**config.mk**
```make
export PLATFORM = sky130hd
export DESIGN_NAME = id_ex_reg
export DESIGN_NICKNAME = d
export VERILOG_FILES = /design/src/rtl/rv_pipe_pkg.sv /design/src/rtl/id_ex_reg.sv
export SDC_FILE = /design/constraint.sdc
export NUM_CORES = 1
export LEC_CHECK = 0
export ABC_AREA = 1
export BUFFER_PORTS_ARGS = -buffer_cell sky130_fd_sc_hd__buf_2
export CAP_MARGIN = 20
export CELL_PAD_IN_SITES_DETAIL_PLACEMENT = 2
export CELL_PAD_IN_SITES_GLOBAL_PLACEMENT = 2
export CORE_MARGIN = 8
export CORE_UTILIZATION = 25
export DETAILED_ROUTE_END_ITERATION = 12
export PLACE_DENSITY = 0.8
export SLEW_MARGIN = 20
export SYNTH_ARGS = -nofsm -noshare
export SYNTH_HDL_FRONTEND = slang
export SYNTH_SLANG_ARGS = --single-unit
```
**constraint.sdc**
```tcl
create_clock -name i_clk -period 1.6 [get_ports i_clk]
set_input_delay 0.32 -clock i_clk [delete_from_list [all_inputs] [get_ports i_clk]]
set_output_delay 0.32 -clock i_clk [all_outputs]
set_load 0.01 [all_outputs]
```
**src/rtl/rv_pipe_pkg.sv**
```systemverilog
// Shared pipeline definitions for the RV32I core: the decoded control bundle,
// its bubble value, and the operand write-back forwarding select.
package rv_pipe_pkg;

  localparam int XLEN = 32;

  typedef struct packed {
    logic       reg_write;
    logic       mem_read;
    logic       mem_write;
    logic [1:0] wb_sel;
    logic       alu_src_a;
    logic       alu_src_b;
    logic [3:0] alu_op;
    logic       branch;
    logic       jump;
    logic       jalr;
    logic [2:0] funct3;
  } ctrl_t;

  // Bubble control: no register/memory write, no branch or jump.
  localparam ctrl_t CTRL_NOP = '0;

  // True when a write-back targets the given operand register; x0 never matches.
  function automatic logic wb_hit(input logic       wb_we,
                                  input logic [4:0] wb_rd,
                                  input logic [4:0] rs_addr);
    return wb_we && (wb_rd != 5'd0) && (wb_rd == rs_addr);
  endfunction

endpackage

```
**src/rtl/id_ex_reg.sv**
```systemverilog
// ID/EX pipeline register: one-cycle capture of decode outputs with stall hold,
// flush-to-bubble, and write-back refresh/bypass of the register operands.
module id_ex_reg
  import rv_pipe_pkg::*;
#(
  parameter int XLEN      = rv_pipe_pkg::XLEN,
  parameter int PHT_IDX_W = 10
) (
  input  logic                 i_clk,
  input  logic                 i_rst_n,
  input  logic                 i_stall,
  input  logic                 i_flush,
  input  logic                 i_valid,
  input  logic [XLEN-1:0]      i_pc,
  input  logic [XLEN-1:0]      i_rs1_data,
  input  logic [XLEN-1:0]      i_rs2_data,
  input  logic [XLEN-1:0]      i_imm,
  input  logic [4:0]           i_rs1_addr,
  input  logic [4:0]           i_rs2_addr,
  input  logic [4:0]           i_rd_addr,
  input  ctrl_t                i_ctrl,
  input  logic                 i_pred_taken,
  input  logic [XLEN-1:0]      i_pred_target,
  input  logic [PHT_IDX_W-1:0] i_pht_idx,
  input  logic                 i_wb_we,
  input  logic [4:0]           i_wb_rd,
  input  logic [XLEN-1:0]      i_wb_data,
  output logic                 o_valid,
  output logic [XLEN-1:0]      o_pc,
  output logic [XLEN-1:0]      o_rs1_data,
  output logic [XLEN-1:0]      o_rs2_data,
  output logic [XLEN-1:0]      o_imm,
  output logic [4:0]           o_rs1_addr,
  output logic [4:0]           o_rs2_addr,
  output logic [4:0]           o_rd_addr,
  output ctrl_t                o_ctrl,
  output logic                 o_pred_taken,
  output logic [XLEN-1:0]      o_pred_target,
  output logic [PHT_IDX_W-1:0] o_pht_idx
);

  logic                 r_valid_p0;
  logic [XLEN-1:0]      r_pc_p0;
  logic [XLEN-1:0]      r_rs1_data_p0;
  logic [XLEN-1:0]      r_rs2_data_p0;
  logic [XLEN-1:0]      r_imm_p0;
  logic [4:0]           r_rs1_addr_p0;
  logic [4:0]           r_rs2_addr_p0;
  logic [4:0]           r_rd_addr_p0;
  ctrl_t                r_ctrl_p0;
  logic                 r_pred_taken_p0;
  logic [XLEN-1:0]      r_pred_target_p0;
  logic [PHT_IDX_W-1:0] r_pht_idx_p0;

  logic w_bubble;
  logic w_ld_fwd1;
  logic w_ld_fwd2;
  logic w_st_fwd1;
  logic w_st_fwd2;

  // A flush, or a load of an empty ID slot, both produce a bubble.
  assign w_bubble  = i_flush || (!i_stall && !i_valid);
  // Bypass on load compares against incoming addresses; refresh on stall against held ones.
  assign w_ld_fwd1 = wb_hit(i_wb_we, i_wb_rd, i_rs1_addr);
  assign w_ld_fwd2 = wb_hit(i_wb_we, i_wb_rd, i_rs2_addr);
  assign w_st_fwd1 = wb_hit(i_wb_we, i_wb_rd, r_rs1_addr_p0);
  assign w_st_fwd2 = wb_hit(i_wb_we, i_wb_rd, r_rs2_addr_p0);

  // ID -> EX boundary: bubble > stall-with-refresh > load-with-bypass.
  always_ff @(posedge i_clk or negedge i_rst_n) begin
    if (!i_rst_n) begin
      r_valid_p0       <= 1'b0;
      r_pc_p0          <= '0;
      r_rs1_data_p0    <= '0;
      r_rs2_data_p0    <= '0;
      r_imm_p0         <= '0;
      r_rs1_addr_p0    <= '0;
      r_rs2_addr_p0    <= '0;
      r_rd_addr_p0     <= '0;
      r_ctrl_p0        <= CTRL_NOP;
      r_pred_taken_p0  <= 1'b0;
      r_pred_target_p0 <= '0;
      r_pht_idx_p0     <= '0;
    end else if (w_bubble) begin
      r_valid_p0       <= 1'b0;
      r_pc_p0          <= '0;
      r_rs1_data_p0    <= '0;
      r_rs2_data_p0    <= '0;
      r_imm_p0         <= '0;
      r_rs1_addr_p0    <= '0;
      r_rs2_addr_p0    <= '0;
      r_rd_addr_p0     <= '0;
      r_ctrl_p0        <= CTRL_NOP;
      r_pred_taken_p0  <= 1'b0;
      r_pred_target_p0 <= '0;
      r_pht_idx_p0     <= '0;
    end else if (i_stall) begin
      if (w_st_fwd1) r_rs1_data_p0 <= i_wb_data;
      if (w_st_fwd2) r_rs2_data_p0 <= i_wb_data;
    end else begin
      r_valid_p0       <= 1'b1;
      r_pc_p0          <= i_pc;
      r_rs1_data_p0    <= w_ld_fwd1 ? i_wb_data : i_rs1_data;
      r_rs2_data_p0    <= w_ld_fwd2 ? i_wb_data : i_rs2_data;
      r_imm_p0         <= i_imm;
      r_rs1_addr_p0    <= i_rs1_addr;
      r_rs2_addr_p0    <= i_rs2_addr;
      r_rd_addr_p0     <= i_rd_addr;
      r_ctrl_p0        <= i_ctrl;
      r_pred_taken_p0  <= i_pred_taken;
      r_pred_target_p0 <= i_pred_target;
      r_pht_idx_p0     <= i_pht_idx;
    end
  end

  assign o_valid       = r_valid_p0;
  assign o_pc          = r_pc_p0;
  assign o_rs1_data    = r_rs1_data_p0;
  assign o_rs2_data    = r_rs2_data_p0;
  assign o_imm         = r_imm_p0;
  assign o_rs1_addr    = r_rs1_addr_p0;
  assign o_rs2_addr    = r_rs2_addr_p0;
  assign o_rd_addr     = r_rd_addr_p0;
  assign o_ctrl        = r_ctrl_p0;
  assign o_pred_taken  = r_pred_taken_p0;
  assign o_pred_target = r_pred_target_p0;
  assign o_pht_idx     = r_pht_idx_p0;

endmodule

```
# Word level (Yosys, flattened, before mapping)

Cells that the tools add are included.

Bits in registers: 204
Output and inout port bits: 204
Logic and storage cells: 67

Equal/unequal tests: 7
Muxes and demuxes: 28
Reductions and logical operators: 10

Operators with widths:

| kind                                                  | number |
|---|---|
| 2-to-1 mux 32 bit                                     | 14 |
| 2-to-1 mux 17 bit                                     | 2 |
| 2-to-1 mux 5 bit                                      | 6 |
| equality test 5 bit                                   | 4 |
| 2-to-1 mux 10 bit                                     | 2 |
| logical AND 1 bit                                     | 6 |
| inequality test 3 x 1 -> 1 bit, second input constant | 2 |
| nonzero test 5 bit                                    | 1 |
| 2-to-1 mux 1 bit                                      | 4 |
| logical NOT 1 bit                                     | 2 |
| inequality test 2 x 1 -> 1 bit, second input constant | 1 |
| logical OR 1 bit                                      | 1 |

# Depth between registers and ports, before layout

Depth in word-level cells: 6
Mapped depth: 11
Gate-level depth less buffers: 9

# Least setup slack after synthesis

Ideal clock, no wire load.

Path type: input -> register
Start: input i_wb_rd[4]
End: register r_rs1_data_p0[11] (netlist: o_rs1_data[11])
Library setup time: 0.117 ns
Arrival time: 1.314 ns
Slack: 0.169 ns
Stages on the path: 10
Path buffers: 2
Cell sequence: buf_2 -> nor2_1 -> nand3_1 -> nand2_1 -> nor2_1 -> nand2_1 -> buf_2 -> nand3b_1 -> nand3_1 -> nand2_1

Cells in the longest elaborated chain, start to end: 6

Ends and longest elaborated chain:

| item                           | RTL line          | text |
|---|---|---|
| from (decl)                    | id_ex_reg.sv:26   | `input logic [4:0] i_wb_rd,` |
| nonzero test 5 bit             | rv_pipe_pkg.sv:28 | `return wb_we && (wb_rd != 5'd0) && (wb_rd == rs_addr);` |
| logical AND 1 bit (2 in a row) | rv_pipe_pkg.sv:28 |  |
| 2-to-1 mux 32 bit              | id_ex_reg.sv:103  | `r_rs1_data_p0 <= w_ld_fwd1 ? i_wb_data : i_rs1_data;` |
| 2-to-1 mux 32 bit              | id_ex_reg.sv:97   | `end else if (i_stall) begin` |
| 2-to-1 mux 32 bit              | id_ex_reg.sv:84   | `end else if (w_bubble) begin` |
| to (signal assigned)           | id_ex_reg.sv:98   | `if (w_st_fwd1) r_rs1_data_p0 <= i_wb_data;` |
| to (signal assigned)           | id_ex_reg.sv:103  |  |
| to (decl)                      | id_ex_reg.sv:44   | `logic [XLEN-1:0] r_rs1_data_p0;` |

Several ways; a longest one is shown, not always the timed one.
A chain may end at the register's enable or synchronous reset.

# Worst setup path in the final report

Start: register r_rs2_addr_p0[1] (netlist: o_rs2_addr[1])
End: register r_rs2_data_p0[31] (netlist: o_rs2_data[31])

Cells in the longest elaborated chain, start to end: 3

Ends and longest elaborated chain:

| item                                     | RTL line          | text |
|---|---|---|
| from (decl)                              | id_ex_reg.sv:48   | `logic [4:0] r_rs2_addr_p0;` |
| from (signal assigned)                   | id_ex_reg.sv:107  | `r_rs2_addr_p0 <= i_rs2_addr;` |
| equality test 5 bit                      | rv_pipe_pkg.sv:28 |  |
| logical AND 1 bit                        | rv_pipe_pkg.sv:28 |  |
| inequality test 3 x 1 -> 1 bit (no line) | --                |  |
| to (signal assigned)                     | id_ex_reg.sv:99   | `if (w_st_fwd2) r_rs2_data_p0 <= i_wb_data;` |
| to (signal assigned)                     | id_ex_reg.sv:104  | `r_rs2_data_p0 <= w_ld_fwd2 ? i_wb_data : i_rs2_data;` |
| to (decl)                                | id_ex_reg.sv:45   | `logic [XLEN-1:0] r_rs2_data_p0;` |

No other way between the ends.

==> reports/metrics.yaml <==
status:
  outcome: "finished with violations"
  violations: "setup timing"
critical_path:
  cpMostUsedCell: "nand2_1"
  worstPathRequired_ps: 2060
  cp-start-kind: "flop"
  crit_fanout: 8
  max_stage_delay_ps: 410
  cp_cell_sequence: "inv_2 -> nand2_1 -> nand2_1 -> nand2_1 -> nor2_2 -> nand3_2 -> a21oi_4 -> buf_12 -> clkbuf_16 -> nand3_2 -> nand2_1"
  cp_num_buf_inv: 3
  crit_slowest_cell: "dfrtp_1"
  timing_worst_setup_path_type: "reg -> reg"
  cp_data_arrival_time_ps: 2130
  cp_top_family: "simple AND/OR/NAND/NOR gates"
  cp.depth: 11
  r2r_cells: 11
  endpoint_kind: "flop"
place:
  dp_cells: 2001
  globalplace.congestion: 0.822
  hpwlAfterDp_um: 34000
  port_buffers: 449
  dp_slack_ps: -187
  place_area_um2: 12400
global_routing:
  track_usage_pct: 22.2
  antenna_found_initial: 14
  gr-total-overflow: 0
  first_global_vias: 11872
  grt_max_degree: 102
  grt_pass1_wl_um: 75100
die:
  die_area_um2: 43400
  coreArea_um2: 36500
  die_y_um: 208
  start_util_pct: 25.3
  rows: 70
  num_io_pins: 450
  dieWidth_um: 208
detailed_routing:
  vias: 10277
  vias_per_cell: 4.85
  drt_iter0_drc: 405
  route.detailed.wl_per_inst_um: 24.4
  ant_nets: 0
  drt_wl_total_um: 51700
  drcViolationCount: 0
  first_pass_iters: 4
layout:
  area_delta_synth_final_pct: 55.4
  stdcell_count: 2121
  fin_nets: 1874
  final_common_cell: "nand2_1"
  drive_above_1_share_pct: 38.8
  design_area_um2: 14400
  fill_cells: 4086
  final_cell_mix: "472 x nand2_1, 448 x buf_2, 204 x dfrtp_1, 147 x nand3_1, 64 x nand3b_1"
timing:
  skew_ps: 22.0
  setup_ws_ps: -72.0
  slew_viol_final: 0
  fmax_mhz: 598
  tightest_slew_ps: 494
  slew_headroom_pct: 67.1
  final-setup-viol-count: 55
  layout_min_cycle_time_ps: 1670
  min_period_over_period_pct: 104
  whs_ps: 25.9
  hold_viol: 0
  rsz0062_at_grt: "yes"
clock_network:
  clock_sinks: 204
  clock_latency_ps: 530
  root_buffer: "clkbuf_16"
  path_clk_slew_ps: 70
  cts_tree: "done"
  numCtsBuffers: 25
  h-tree-depth: 1
  clockBufferDepth: 3
job:
  cap_violations: 0
power:
  leakagePower_nw: 8.12
  peakVddDrop_uv: 602
  powerDensity_nw_per_um2: 1020
yosys:
  ys.flop_type: "dfrtp_1"
  yosys_warnings: 0
  netlist_area_um2: 9250
  syn_nets: 1368
  synth_cells: 1122
  synthArstFlopShare_pct: 100
  ys_seq_area_share_pct: 55.2
  ys_ff_latch: 204
  ys_types: 21
  syn_area_per_cell_um2: 8.24
  synth_edf_count: 0
worst_hold_path:
  whs_path_depth: 3
  hold_class: "in -> reg"
final timing paths:
path                               startpoint             end  slack [ps]
worst min register to register       o_imm[0]        o_imm[0]         480
max in group asynchronous             i_rst_n        o_imm[8]         670
min in group asynchronous             i_rst_n  o_rs2_data[18]         290
worst max-delay path            o_rs2_addr[1]  o_rs2_data[31]         -70
worst min-delay path               i_ctrl[13]      o_ctrl[13]          30
worst max register to register  o_rs2_addr[1]  o_rs2_data[31]         -70
cells by family (layout without fill, tap and decap cells):
group | count (synthesis) | in the layout | share of synthesized area (%)
compound gates | 10 | 10 | 0.798
xor+xnor | 14 | 14 | 1.33
buf+inv | 126 | 651 | 5.98
flops | 204 | 204 | 55.2
other cells | 0 | 6 | 0
simple gates | 768 | 768 | 36.7
per-layer routing:
metal | part of all wire (%) | up-vias | GRT usage [%]
li1 | - | 4573 | -
met1 | 38 | 5160 | 24.7
met2 | 51 | 421 | 39.5
met3 | 7.7 | 107 | 6.82
met4 | 3.7 | 16 | 8.10
met5 | 0.20 | - | 0
report_power, final:
group	total [mW]	internal [mW]	switching, mW
combinational	2.73	1.10	1.62
clock	6.07	3.59	2.48
sequential	5.80	5.54	0.260
synth_stat cells (6+ instances only):
cell	count	area (um^2)
nand2_1	484	1820
dfrtp_1	204	5100
nand3_1	202	1010
nand3b_1	64	480
inv_1	43	161
buf_2	37	185
clkbuf_1	21	78.8
buf_1	12	45.0
nor2_1	10	37.5
buf_4	9	67.6
xor2_1	8	70.1
xnor2_1	6	52.6
flip-flops by register name, summed over array words and instances, names as in the netlist:
register       flops
o_pred_taken       1
o_pc              32
o_rs2_data        32
o_pred_target     32
o_ctrl            17
o_rs2_addr         5
o_rd_addr          5
o_pht_idx         10
o_rs1_data        32
o_imm             32
o_valid            1
o_rs1_addr         5
worst reg2reg max path: stages, from the launching register on:
cell	delay (ps)
dfrtp_1	410
inv_2	70
nand2_1	50
nand2_1	60
nand2_1	70
nor2_2	160
nand3_2	110
a21oi_4	180
buf_12	140
clkbuf_16	180
nand3_2	100
nand2_1	80
layout make-up:
class	instances	area [um^2]	share of cell area, %
antenna	6	15.0	0.104
multi-input combinational	792	4010	27.9
sequential	204	5100	35.5
clock buffer	31	698	4.86
clock inverter	15	159	1.11
timing repair buffer	558	3620	25.2
tap	468	586	4.07
inverter	47	181	1.26
timing repair:
action | 4_1_cts | 5_1_grt
endpoints found under the hold margin | 89 | 0
gates cloned | 1 | 5
pin swaps | 0 | 39
hold buffers | 51 | 0
resized for setup | 5 | 80
buffers inserted | 6 | 5
endpoints found under the setup margin | 32 | 64
per-stage QoR:
step / power (mW) / utilization [%] / TNS, ps
finish: 14.6 / 39.3 / -1270
global route: 15.2 / 39.3 / -6940
CTS: 14.4 / 37.8 / -261
detailed placement: 8.23 / 33.8 / -9090
global placement: 8.14 / 33.8 / -6010
floorplan: 6.81 / - / 0
(Power assumes the default switching activity.)
